**config.mk**
```make
export PLATFORM = sky130hd
export DESIGN_NAME = arith_cmd_sequencer
export DESIGN_NICKNAME = d
export VERILOG_FILES = /design/src/rtl/arith_seq_pkg.sv /design/src/rtl/arith_sync_fifo.sv /design/src/rtl/arith_cmd_sequencer.sv
export SDC_FILE = /design/constraint.sdc
export NUM_CORES = 1
export LEC_CHECK = 0
export CAP_MARGIN = 25
export CORE_MARGIN = 3
export CORE_UTILIZATION = 35
export DETAILED_ROUTE_END_ITERATION = 10
export PLACE_DENSITY_LB_ADDON = 0.08
export SLEW_MARGIN = 0
export SYNTH_ARGS = -nofsm -noshare
export SYNTH_HDL_FRONTEND = slang
export SYNTH_SLANG_ARGS = --single-unit
```
**constraint.sdc**
```tcl
create_clock -name clk -period 5.71 [get_ports clk]
set_input_delay 1.142 -clock clk [delete_from_list [all_inputs] [get_ports clk]]
set_output_delay 1.142 -clock clk [all_outputs]
set_load 0.05 [all_outputs]
```
**src/rtl/arith_seq_pkg.sv**
```systemverilog
// arith_seq_pkg: shared op codes, FSM states and entry widths for the arithmetic command sequencer
package arith_seq_pkg;
  localparam logic [1:0] OP_ADD = 2'b00;
  localparam logic [1:0] OP_SUB = 2'b01;
  localparam logic [1:0] OP_MUL = 2'b10;
  localparam logic [1:0] OP_DIV = 2'b11;
  typedef enum logic [1:0] {ST_IDLE, ST_DRIVE, ST_CAPTURE} state_t;
  localparam logic [15:0] DBZ_RESULT = 16'hFFFF;
  localparam int RES_W = 27;
  localparam int CMD_W = 18;
endpackage

```
**src/rtl/arith_sync_fifo.sv**
```systemverilog
// arith_sync_fifo: show-ahead sync FIFO; ports clk, rst_n, w_en/w_data push, r_en pop, r_data head, full, empty
// A push while full is accepted only together with a pop. When empty, r_data holds the last popped entry.
module arith_sync_fifo #(
  parameter int W = 8,
  parameter int DEPTH = 4
) (
  input  logic         clk,
  input  logic         rst_n,
  input  logic         w_en,
  input  logic [W-1:0] w_data,
  input  logic         r_en,
  output logic [W-1:0] r_data,
  output logic         full,
  output logic         empty
);
  localparam int AW = $clog2(DEPTH);
  logic [W-1:0] mem [DEPTH];
  logic [W-1:0] last;
  logic [AW-1:0] wptr, rptr;
  logic [AW:0] cnt;
  logic wr, rd;
  assign full = cnt == (AW+1)'(DEPTH);
  assign empty = cnt == '0;
  assign rd = r_en && !empty;
  assign wr = w_en && (!full || rd);
  assign r_data = empty ? last : mem[rptr];
  always_ff @(posedge clk or negedge rst_n)
    if (!rst_n) begin
      wptr <= '0;
      rptr <= '0;
      cnt <= '0;
      last <= '0;
    end else begin
      if (wr) wptr <= wptr + 1'b1;
      if (rd) begin
        rptr <= rptr + 1'b1;
        last <= mem[rptr];
      end
      cnt <= cnt + (AW+1)'(wr) - (AW+1)'(rd);
    end
  always_ff @(posedge clk)
    if (wr) mem[wptr] <= w_data;
endmodule

```
**src/rtl/arith_cmd_sequencer.sv**
```systemverilog
// arith_cmd_sequencer: queues arithmetic commands, drives them to a combinational unit, queues results
// Ports: cmd_valid/cmd_ready/cmd_a/cmd_b/cmd_sel command stream; op_a/op_b/op_sel to unit, op_c/op_rem back;
// res_valid/res_ready/res_c/res_rem/res_sel/res_dbz result stream; busy.
// Optional ARITH_SEQ_DBZ_CNT_EN adds dbz_count (saturating divide-by-zero count) and dbz_clr.
module arith_cmd_sequencer
  import arith_seq_pkg::*;
#(
  parameter int CMD_DEPTH = 4,
  parameter int RES_DEPTH = 4,
  parameter int SETTLE_CYCLES = 1
) (
  input  logic        clk,
  input  logic        rst_n,
  input  logic        cmd_valid,
  output logic        cmd_ready,
  input  logic [7:0]  cmd_a,
  input  logic [7:0]  cmd_b,
  input  logic [1:0]  cmd_sel,
  output logic [7:0]  op_a,
  output logic [7:0]  op_b,
  output logic [1:0]  op_sel,
  input  logic [15:0] op_c,
  input  logic [7:0]  op_rem,
  output logic        res_valid,
  input  logic        res_ready,
  output logic [15:0] res_c,
  output logic [7:0]  res_rem,
  output logic [1:0]  res_sel,
  output logic        res_dbz,
  output logic        busy
`ifdef ARITH_SEQ_DBZ_CNT_EN
  ,
  output logic [7:0]  dbz_count,
  input  logic        dbz_clr
`endif
);
  localparam int CW = SETTLE_CYCLES > 1 ? $clog2(SETTLE_CYCLES) : 1;
  state_t st, nxt;
  logic [CMD_W-1:0] cmd_head;
  logic [RES_W-1:0] res_entry, res_head;
  logic [CW-1:0] cnt;
  logic cmd_full, cmd_empty, res_full, res_empty, pop, push, res_pop, dbz;
  assign cmd_ready = !cmd_full;
  assign res_valid = !res_empty;
  assign res_pop = res_valid && res_ready;
  assign busy = st != ST_IDLE || !cmd_empty;
  assign dbz = op_sel == OP_DIV && op_b == 8'd0;
  assign res_entry = {dbz ? DBZ_RESULT : op_c, dbz ? op_a : (op_sel == OP_DIV ? op_rem : 8'd0), op_sel, dbz};
  assign {res_c, res_rem, res_sel, res_dbz} = res_head;
  arith_sync_fifo #(.W(CMD_W), .DEPTH(CMD_DEPTH)) u_cmd (
    .clk(clk), .rst_n(rst_n), .w_en(cmd_valid && cmd_ready), .w_data({cmd_a, cmd_b, cmd_sel}),
    .r_en(pop), .r_data(cmd_head), .full(cmd_full), .empty(cmd_empty)
  );
  // Result FIFO accepts a push when full if the consumer pops in the same cycle.
  arith_sync_fifo #(.W(RES_W), .DEPTH(RES_DEPTH)) u_res (
    .clk(clk), .rst_n(rst_n), .w_en(push), .w_data(res_entry),
    .r_en(res_pop), .r_data(res_head), .full(res_full), .empty(res_empty)
  );
  always_ff @(posedge clk or negedge rst_n)
    if (!rst_n) st <= ST_IDLE;
    else st <= nxt;
  always_comb begin
    nxt = st;
    pop = 1'b0;
    push = 1'b0;
    case (st)
      ST_IDLE: begin
        pop = !cmd_empty;
        nxt = cmd_empty ? ST_IDLE : ST_DRIVE;
      end
      ST_DRIVE: nxt = cnt == '0 ? ST_CAPTURE : ST_DRIVE;
      ST_CAPTURE: begin
        push = !res_full || res_pop;
        nxt = push ? ST_IDLE : ST_CAPTURE;
      end
      default: nxt = ST_IDLE;
    endcase
  end
  always_ff @(posedge clk or negedge rst_n)
    if (!rst_n) begin
      op_a <= '0;
      op_b <= '0;
      op_sel <= '0;
      cnt <= '0;
    end else if (pop) begin
      {op_a, op_b, op_sel} <= cmd_head;
      cnt <= CW'(SETTLE_CYCLES - 1);
    end else if (st == ST_DRIVE && cnt != '0) cnt <= cnt - 1'b1;
`ifdef ARITH_SEQ_DBZ_CNT_EN
  always_ff @(posedge clk or negedge rst_n)
    if (!rst_n) dbz_count <= '0;
    else if (dbz_clr) dbz_count <= '0;
    else if (push && dbz && dbz_count != 8'hFF) dbz_count <= dbz_count + 1'b1;
`endif
endmodule
```
Word level (Yosys, flattened, before mapping)
Memories as Yosys holds them, arrays and structs flattened.
Cells that the tools add are included.
W data, S select, Z words.
- word-level logic and storage cells: 68
- bits in registers: 80
- input port bits: 46
- RAM bits: 180
- memories kept: 2
- mux-type cells: 17
- reduce and logical (&&, ||, !) cells: 22
- $add $sub $neg: 9
- eq/ne operators: 5
- memory list (memory ; words ; width ; read ports ; clocked after Yosys merged registers in ; write ports ; line ; source):
    u_res.mem ; 4 ; 27 ; 1 ; 0 ; 1 ; arith_sync_fifo.sv:17 ; logic [W-1:0] mem [DEPTH];
    u_cmd.mem ; 4 ; 18 ; 1 ; 0 ; 1 ; arith_sync_fifo.sv:17 ;
- operators with widths (operator ; count):
    $mux W27 ; 1
    $mux W18 ; 1
    $mux W16 ; 1
    $mux W8 ; 2
    $mux W1 ; 9
    $add A2 B1 Y2 const B ; 4
    $logic_and A1 B1 Y1 ; 8
    $logic_not A8 Y1 ; 1
    $add A3 B1 Y3 ; 2
    $eq A3 B3 Y1 const B ; 2
    $logic_not A3 Y1 ; 2
    $pmux W2 S3 ; 1
    $sub A3 B1 Y3 ; 2
    $eq A2 B2 Y1 const B ; 2
    $logic_not A1 Y1 ; 4
    $logic_or A1 B1 Y1 ; 4
    $mux W2 ; 2
    $reduce_bool A2 Y1 ; 2
    $eq A2 B1 Y1 const B ; 1
    $logic_not A2 Y1 ; 1
    $sub A1 B1 Y1 const B ; 1

Depth between registers and ports, before layout
Gate-level depths: netlist (run 1).
- depth in word-level cells: 8
- gate-level depth with buffers: 11
- depth with buffers taken out: 10

By module
A second synthesis (run 1) with hierarchy kept.
- cell total of the unflattened synthesis: 559
- area total of the unflattened synthesis: 10750.3 um^2
- by module, submodules not included (module ; area each (um^2) ; cells an instance ; seq. area each (um^2) ; times used):
    arith_sync_fifo at u_res ; 5629.1 ; 262 ; 4093.9 ; 1
    arith_sync_fifo at u_cmd ; 3906.2 ; 187 ; 2787.7 ; 1
    arith_cmd_sequencer ; 1214.9 ; 110 ; 525.5 ; 1

Worst setup path after synthesis (run 1)
OpenSTA, ideal clock, no wires.
- path kind: reg2out
- start: register u_res.rptr[0]
- end: output res_c[10]
- data required time: 4568 ps
- buffers on the path: 1
- cell stages (with the launch flop): 4
- arrival time: 1555 ps
- setup slack: 3013 ps
- cells stage by stage: dfrtp_1 buf_2 mux4_2 mux2_2
- cells in the longest elaborated chain, start to end: 2
- RTL lines (element ; line ; source):
    start: declaration ; arith_sync_fifo.sv:19 ; logic [AW-1:0] wptr, rptr;
    start signal: assignment ; arith_sync_fifo.sv:36 ; rptr <= rptr + 1'b1;
    $mem_v2 Z4 W27 ; n/a ;
    $mux W27 ; arith_sync_fifo.sv:26 ; assign r_data = empty ? last : mem[rptr];
    end: declaration ; arith_cmd_sequencer.sv:26 ; output logic [15:0] res_c,
Every way passes these cells.

Worst setup path in the final report (run 1)
- start: register u_res.rptr[1]
- end: output res_rem[0]
- cells in the longest elaborated chain, start to end: 2
- RTL lines (element ; line ; source):
    $mem_v2 Z4 W27 ; n/a ;
    $mux W27 ; arith_sync_fifo.sv:26 ;
    end: declaration ; arith_cmd_sequencer.sv:27 ; output logic [7:0] res_rem,
Every way passes these cells.

==> flow_summary.json, run 1 <==
{
  "nFillCells": 2384,
  "internal-power_uw": 4600,
  "synth_flop_cell": "edfxtp_1",
  "cts_buffer_depth": 3,
  "holdWs_ns": 0.491,
  "die_w_um": 173,
  "slew_violations": 0,
  "seq_area_um2": 6960,
  "wl_per_cell_um": 20.2,
  "grt_max_degree": 63,
  "period_share_pct": 73.6,
  "hold_violations": 0,
  "syn_area_per_cell_um2": 19.3,
  "cp_num_buf_inv": 2,
  "synth-simple-area-share_pct": 4.26,
  "startpoint": "u_res.rptr[1]",
  "setup_violations": 0,
  "final_util_pct": 44.2,
  "slowest_delay_ns": 0.76,
  "outcome": "finished clean",
  "cts-root-buf": "clkbuf_16",
  "postRouteAntennaNets": 0,
  "seqPwrFrac_pct": 36.6,
  "critPathKind": "reg2out",
  "grt_setup_unrepaired": "false",
  "r2r_slack_ns": 3.19,
  "yosys_warnings": 0,
  "muxShareOfSynthArea_pct": 17.8,
  "rows": 60,
  "async_flop_share_pct": 25.6,
  "vias": 4832,
  "cts_tree": "done",
  "fmax_mhz": 238,
  "synth-edff-count": 180,
  "worstPathArrival_ns": 3.06,
  "synth-compound-area-share_pct": 1.66,
  "synth_top_area_cell": "edfxtp_1",
  "synth_area_um2": 9810,
  "power_density_nw_per_um2": 599,
  "clkSlewWorstSetupHoldPaths_ns": 0.06,
  "worstPathRequired_ns": 4.57,
  "coreArea_um2": 27300,
  "max_slew_margin_pct": 37.5,
  "cp_slowest_cell": "dfrtp_1",
  "grt_use_total_pct": 13.8,
  "vdd_drop_max_v": 0.000246,
  "synth-seq-cells": 242,
  "cp-end-kind": "primary output",
  "drt_iter0_markers": 228,
  "min_path_type": "reg2reg",
  "combPwrFrac_pct": 41.6,
  "fin_setup_tns_ns": 0,
  "multi_input_area_um2": 2610,
  "area_growth_pct": 22.7,
  "drtPass1Iterations": 4,
  "skew_ns": 0.0170,
  "fp.dieH_um": 173,
  "hold_end": "st[1]",
  "worst_pin_slew_ns": 0.937,
  "crit_path_cell_trace": "buf_4 -> mux4_2 -> mux2_2 -> clkdlybuf4s50_1",
  "viasPerCell": 4.78,
  "gp_congestion": 0.678,
  "synthAdderAreaFrac_pct": 1.94,
  "io_buffers": 93,
  "power_uw": 7210,
  "pwr-share-clk_pct": 21.9,
  "yosysSeqAreaShare_pct": 70.9,
  "dieArea_um2": 30100,
  "drc": 0,
  "antenna_found_initial": 0,
  "postSynthCellCount": 509,
  "nNetsFinal": 679,
  "p_switching_uw": 2610,
  "boundaryPins": 94,
  "ys_top_cells_by_area": "edfxtp_1, dfrtp_1, mux4_2, mux2_2, and3_1",
  "grt_pass1_vias": 5400,
  "clk_latency_ns": 0.52,
  "layout_setup_ws_ns": 1.51,
  "worstRegToRegCells": 11,
  "period_needed_ns": 4.20,
  "r2r_start": "u_cmd.cnt[1]",
  "synth_top_area_share_pct": 55.1,
  "path_delay_family": "buffers and inverters",
  "drv_cap": 0,
  "critPathMaxFanout": 17,
  "yosysMostFrequentCell": "edfxtp_1",
  "hold_buffers": 0,
  "h-tree-depth": 1,
  "p_leak_uw": 0.00446,
  "initial_core_util_pct": 36.0,
  "netlist_top_cells_count": "edfxtp_1, dfrtp_1, mux2_2",
  "diodes": 0,
  "min_from": "cnt",
  "drt-total-wl_um": 20500,
  "rr_endpoint": "u_cmd.cnt[2]",
  "cts_sinks": 242,
  "cp-start-kind": "flop",
  "cts_resized": 0,
  "place_ws_ns": 1.97,
  "cts_setup_buffers": 0,
  "cts_buffers": 26,
  "synth_fp_nets": 569,
  "synthXorXnorAreaFrac_pct": 0.893,
  "p_sw_share_pct": 36.3,
  "hold_depth": 1,
  "yosys.cell_types.count": 31,
  "grt_pass1_wl_um": 32300,
  "layout-drive-gt1-share_pct": 26.0,
  "dp_hpwl_um": 13000,
  "grt-ovfl-total": 0,
  "synth_top_family_by_area": "multiplexers"
}
[how the worst max path moves through the flow]
stage,end,slack (ns),cells after the start
after floorplan,res_c[10],3.01,3
after global placement,res_rem[2],1.81,3
after detailed placement,u_res.mem[0][0],1.97,5
after CTS,res_rem[4],1.44,4
after global routing,res_rem[6],1.39,4
final,res_rem[0],1.51,4
[cells in the final DEF, fill, tap and decap left out, types with 4 or more instances in the layout]
master	count
nand2_1	4
clkdlybuf4s50_1	92
and2_1	8
xnor2_1	9
clkbuf_1	11
clkbuf_16	27
nand2b_1	18
mux4_2	45
and3_1	27
inv_1	15
a21o_1	18
mux2_2	61
buf_4	12
clkinv_1	4
ha_1	12
dfrtp_1	61
edfxtp_1	180
[layer usage]
| metal | vias up | track usage (%) | wire length (µm) | share of wire [%] |
|---|---|---|---|---|
| met5 | - | 0 | 0 | 0 |
| met4 | 0 | 3.01 | 391 | 1.9 |
| met3 | 29 | 3.48 | 1160 | 5.7 |
| met2 | 109 | 23.8 | 10100 | 49 |
| met1 | 2498 | 17.7 | 8850 | 43 |
| li1 | 2196 | - | - | - |
[cell type report]
class	instances	share of cell area [%]
clock inverters	8	0.499
repair buffers	112	9.50
inverters	15	0.468
well taps	372	3.87
flip-flops and latches	242	57.8
multi-input cells	222	21.6
clock buffers	40	6.19
[stage by stage]
| stage | area, µm² | std cells |
|---|---|---|
| after floorplan | 9810 | 509 |
| after global placement | 11100 | 956 |
| after detailed placement | 11200 | 962 |
| after CTS | 12000 | 1010 |
| after global routing | 12000 | 1011 |
| final | 12000 | 1011 |
[flip-flops by register name, summed over array words and instances, names as in the netlist]
register / flops
u_res.mem: 108
u_cmd.mem: 72
u_res.last: 27
op_a: 8
op_b: 8
u_cmd.cnt: 3
u_res.cnt: 3
op_sel: 2
st: 2
u_cmd.rptr: 2
u_cmd.wptr: 2
u_res.rptr: 2
u_res.wptr: 2
cnt: 1
[worst register-to-register path: cells and delay by family, from the launching register on]
family | cells | cell delay [ns]
adder cells (fa/ha/maj) | 3 | 0.79
AND/OR/NAND/NOR | 2 | 0.48
flip-flops | 1 | 0.43
buffers and inverters | 4 | 0.37
XOR/XNOR | 2 | 0.36
[logic make-up after synthesis]
group	after synthesis
and+or+nand+nor	67
AOI/OAI and AO/OA	22
muxes	109
xor gates and xnor gates	10
buffers and inverters	45
DFF	242
adders and majority gates	14
[power groups by stage]
| stage | Clock, µW | Combinational, µW | Sequential (µW) |
|---|---|---|---|
| 2_1_floorplan | 0 | 2030 | 2740 |
| 5_1_grt | 1700 | 3230 | 2690 |
| 3_3_place_gp | 0 | 2860 | 2740 |
| 3_5_place_dp | 0 | 3000 | 2700 |
| 6_report | 1580 | 3000 | 2640 |
| 4_1_cts | 1630 | 3010 | 2670 |
(Power assumes the default switching activity.)
==> run 2, diff against run 1 <==
==> constraint.sdc (replaced) <==
create_clock -name clk -period 3.7 [get_ports clk]
set_input_delay 0.74 -clock clk [delete_from_list [all_inputs] [get_ports clk]]
set_output_delay 0.74 -clock clk [all_outputs]
set_load 0.05 [all_outputs]
==> run 2 against run 1 <==
- highest routed layer unchanged
- sequential share of layout area down 0.29 points
- worst hold slack got worse by 0.27 ns
- critical path type unchanged
- largest cell class unchanged
- flip-flop and latch count did not move
- clock skew is 0.0080 ns lower
==> flow_summary.json, run 2 (synthesis results as in run 1) <==
{
  "fin_setup_tns_ns": 0,
  "cp-end-kind": "primary output",
  "die_w_um": 173,
  "cts_buffer_depth": 3,
  "antenna_found_initial": 0,
  "drtPass1Iterations": 4,
  "crit_path_cell_trace": "or3_1 -> buf_4 -> mux2_2 -> clkdlybuf4s50_1",
  "design_area_um2": 12100,
  "largest_register_ff_count": 108,
  "rows": 60,
  "pwr-share-clk_pct": 22.6,
  "critPathMaxFanout": 25,
  "cts-root-buf": "clkbuf_16",
  "wl_per_cell_um": 20.3,
  "top_register": "u_res.mem",
  "layout_common_cells": "edfxtp_1, clkdlybuf4s50_1, mux2_2, dfrtp_1, mux4_2",
  "grt-ovfl-total": 0,
  "drt_iter0_markers": 351,
  "io_buffers": 93,
  "vias": 4865,
  "holdWs_ns": 0.224,
  "cp-start-kind": "flop",
  "h-tree-depth": 1,
  "skew_ns": 0.00897,
  "boundaryPins": 94,
  "p_leak_uw": 0.00466,
  "max_slew_margin_pct": 34.4,
  "grt_setup_unrepaired": "false",
  "period_needed_ns": 3.57,
  "min_path_type": "in2async",
  "power_density_nw_per_um2": 924,
  "worstRegToRegCells": 11,
  "postRouteAntennaNets": 0,
  "r2r_slack_ns": 1.21,
  "seqPwrFrac_pct": 36.1,
  "slew_violations": 0,
  "p_sw_share_pct": 36.2,
  "grt_max_degree": 30,
  "worst_pin_slew_ns": 0.983,
  "combPwrFrac_pct": 41.3,
  "setup_violations": 0,
  "drv_cap": 0,
  "postPlaceCellArea_um2": 11200,
  "cp_num_buf_inv": 2,
  "coreArea_um2": 27300,
  "initial_core_util_pct": 36.0,
  "dieArea_um2": 30100,
  "worstPathRequired_ns": 2.96,
  "dp_hpwl_um": 12500,
  "grt_use_total_pct": 13.7,
  "period_share_pct": 96.6,
  "worstPathArrival_ns": 2.83,
  "clk_latency_ns": 0.52,
  "vdd_drop_max_v": 0.000474,
  "hold_violations": 0,
  "drt-total-wl_um": 20600,
  "r2r_start": "u_cmd.cnt[1]",
  "p_switching_uw": 4050,
  "grt_pass1_wl_um": 32000,
  "fmax_mhz": 280,
  "cts_buffers": 27,
  "outcome": "finished clean",
  "layout-drive-gt1-share_pct": 26.7,
  "top_regs": "u_res.mem x108, u_cmd.mem x72, u_res.last x27",
  "internal-power_uw": 7120,
  "hold_buffers": 0,
  "cts_sinks": 242,
  "fp.dieH_um": 173,
  "gp_congestion": 0.708,
  "final_common_cell": "edfxtp_1",
  "grt_pass1_vias": 5463,
  "clkSlewWorstSetupHoldPaths_ns": 0.06,
  "cp_slowest_cell": "clkdlybuf4s50_1",
  "diodes": 0,
  "viasPerCell": 4.79,
  "area_growth_pct": 23.3,
  "path_delay_family": "buffers and inverters",
  "nNetsFinal": 684,
  "critPathKind": "reg2out",
  "rr_endpoint": "u_cmd.cnt[2]",
  "drc": 0,
  "cts_tree": "done",
  "slowest_delay_ns": 0.86
}
run 2: cell types whose count changed in the layout (fill, tap and decap cells not counted), moves of 2 or more:
cell,change
clkbuf_1,-5
buf_16,-2
clkinv_1,+3
buf_4,+9
buf_6,-2
clkdlybuf4s50_1,-20
buf_8,-2
dlymetal6s2s_1,+20
run 2: how the worst max path moves through the flow:
stage | start | to | depth (start not counted)
floorplan | u_cmd.cnt[1] | u_cmd.cnt[2] | 11
global placement | u_res.rptr[0] | res_rem[7] | 4
detailed placement | u_res.rptr[0] | res_rem[7] | 4
CTS | u_res.rptr[0] | res_rem[7] | 4
global route | u_res.cnt[0] | res_rem[5] | 4
finish | u_res.cnt[0] | res_rem[5] | 4
run 2: final cells by class:
type / count / area [µm²]
tap: 372 / 465
clock buffer: 35 / 726
sequential: 242 / 6960
clock inverter: 13 / 109
inverter: 15 / 56.3
timing repair buffer: 116 / 1170
fill: 2358 / 15200
multi-input combinational: 222 / 2610
run 2: worst register-to-register path, delay by kind of cell (launching register included):
family	cells	cell delay (ns)
adder cells (fa/ha/maj)	3	0.79
buffers and inverters	4	0.37
XOR/XNOR	2	0.34
AND/OR/NAND/NOR	2	0.49
flip-flops	1	0.44
run 2: through the flow:
step / power [µW] / utilization [%] / setup WS, ns / std cells
global placement: 8730 / 41.1 / 0.559 / 967
global route: 11800 / 44.4 / 0.0479 / 1015
finish: 11200 / 44.4 / 0.126 / 1015
detailed placement: 8820 / 41.1 / 0.558 / 967
CTS: 11400 / 44.2 / 0.00120 / 1015
floorplan: 7370 / - / 1.37 / 509
run 2: timing repair:
| item | in CTS | in global routing |
|---|---|---|
| gates resized for setup | 0 | 20 |
| endpoints found under the setup margin | 0 | 20 |
| buffers inserted | 0 | 0 |
run 2: power groups by stage:
stage / combinational, µW / clock, µW / sequential, µW
floorplan: 3140 / 0 / 4230
global placement: 4660 / 0 / 4070
detailed placement: 4720 / 0 / 4100
CTS: 4740 / 2590 / 4050
global route: 4970 / 2710 / 4120
finish: 4620 / 2520 / 4040
run 2: per-layer routing:
metal	vias to the layer above	track usage (%)	wire, µm	part of all wire (%)
met5	-	0	0	0
met4	0	3.58	434	2.1
met3	29	3.39	1140	5.6
met2	122	24.0	10200	50
met1	2509	17.1	8730	42
li1	2205	-	-	-
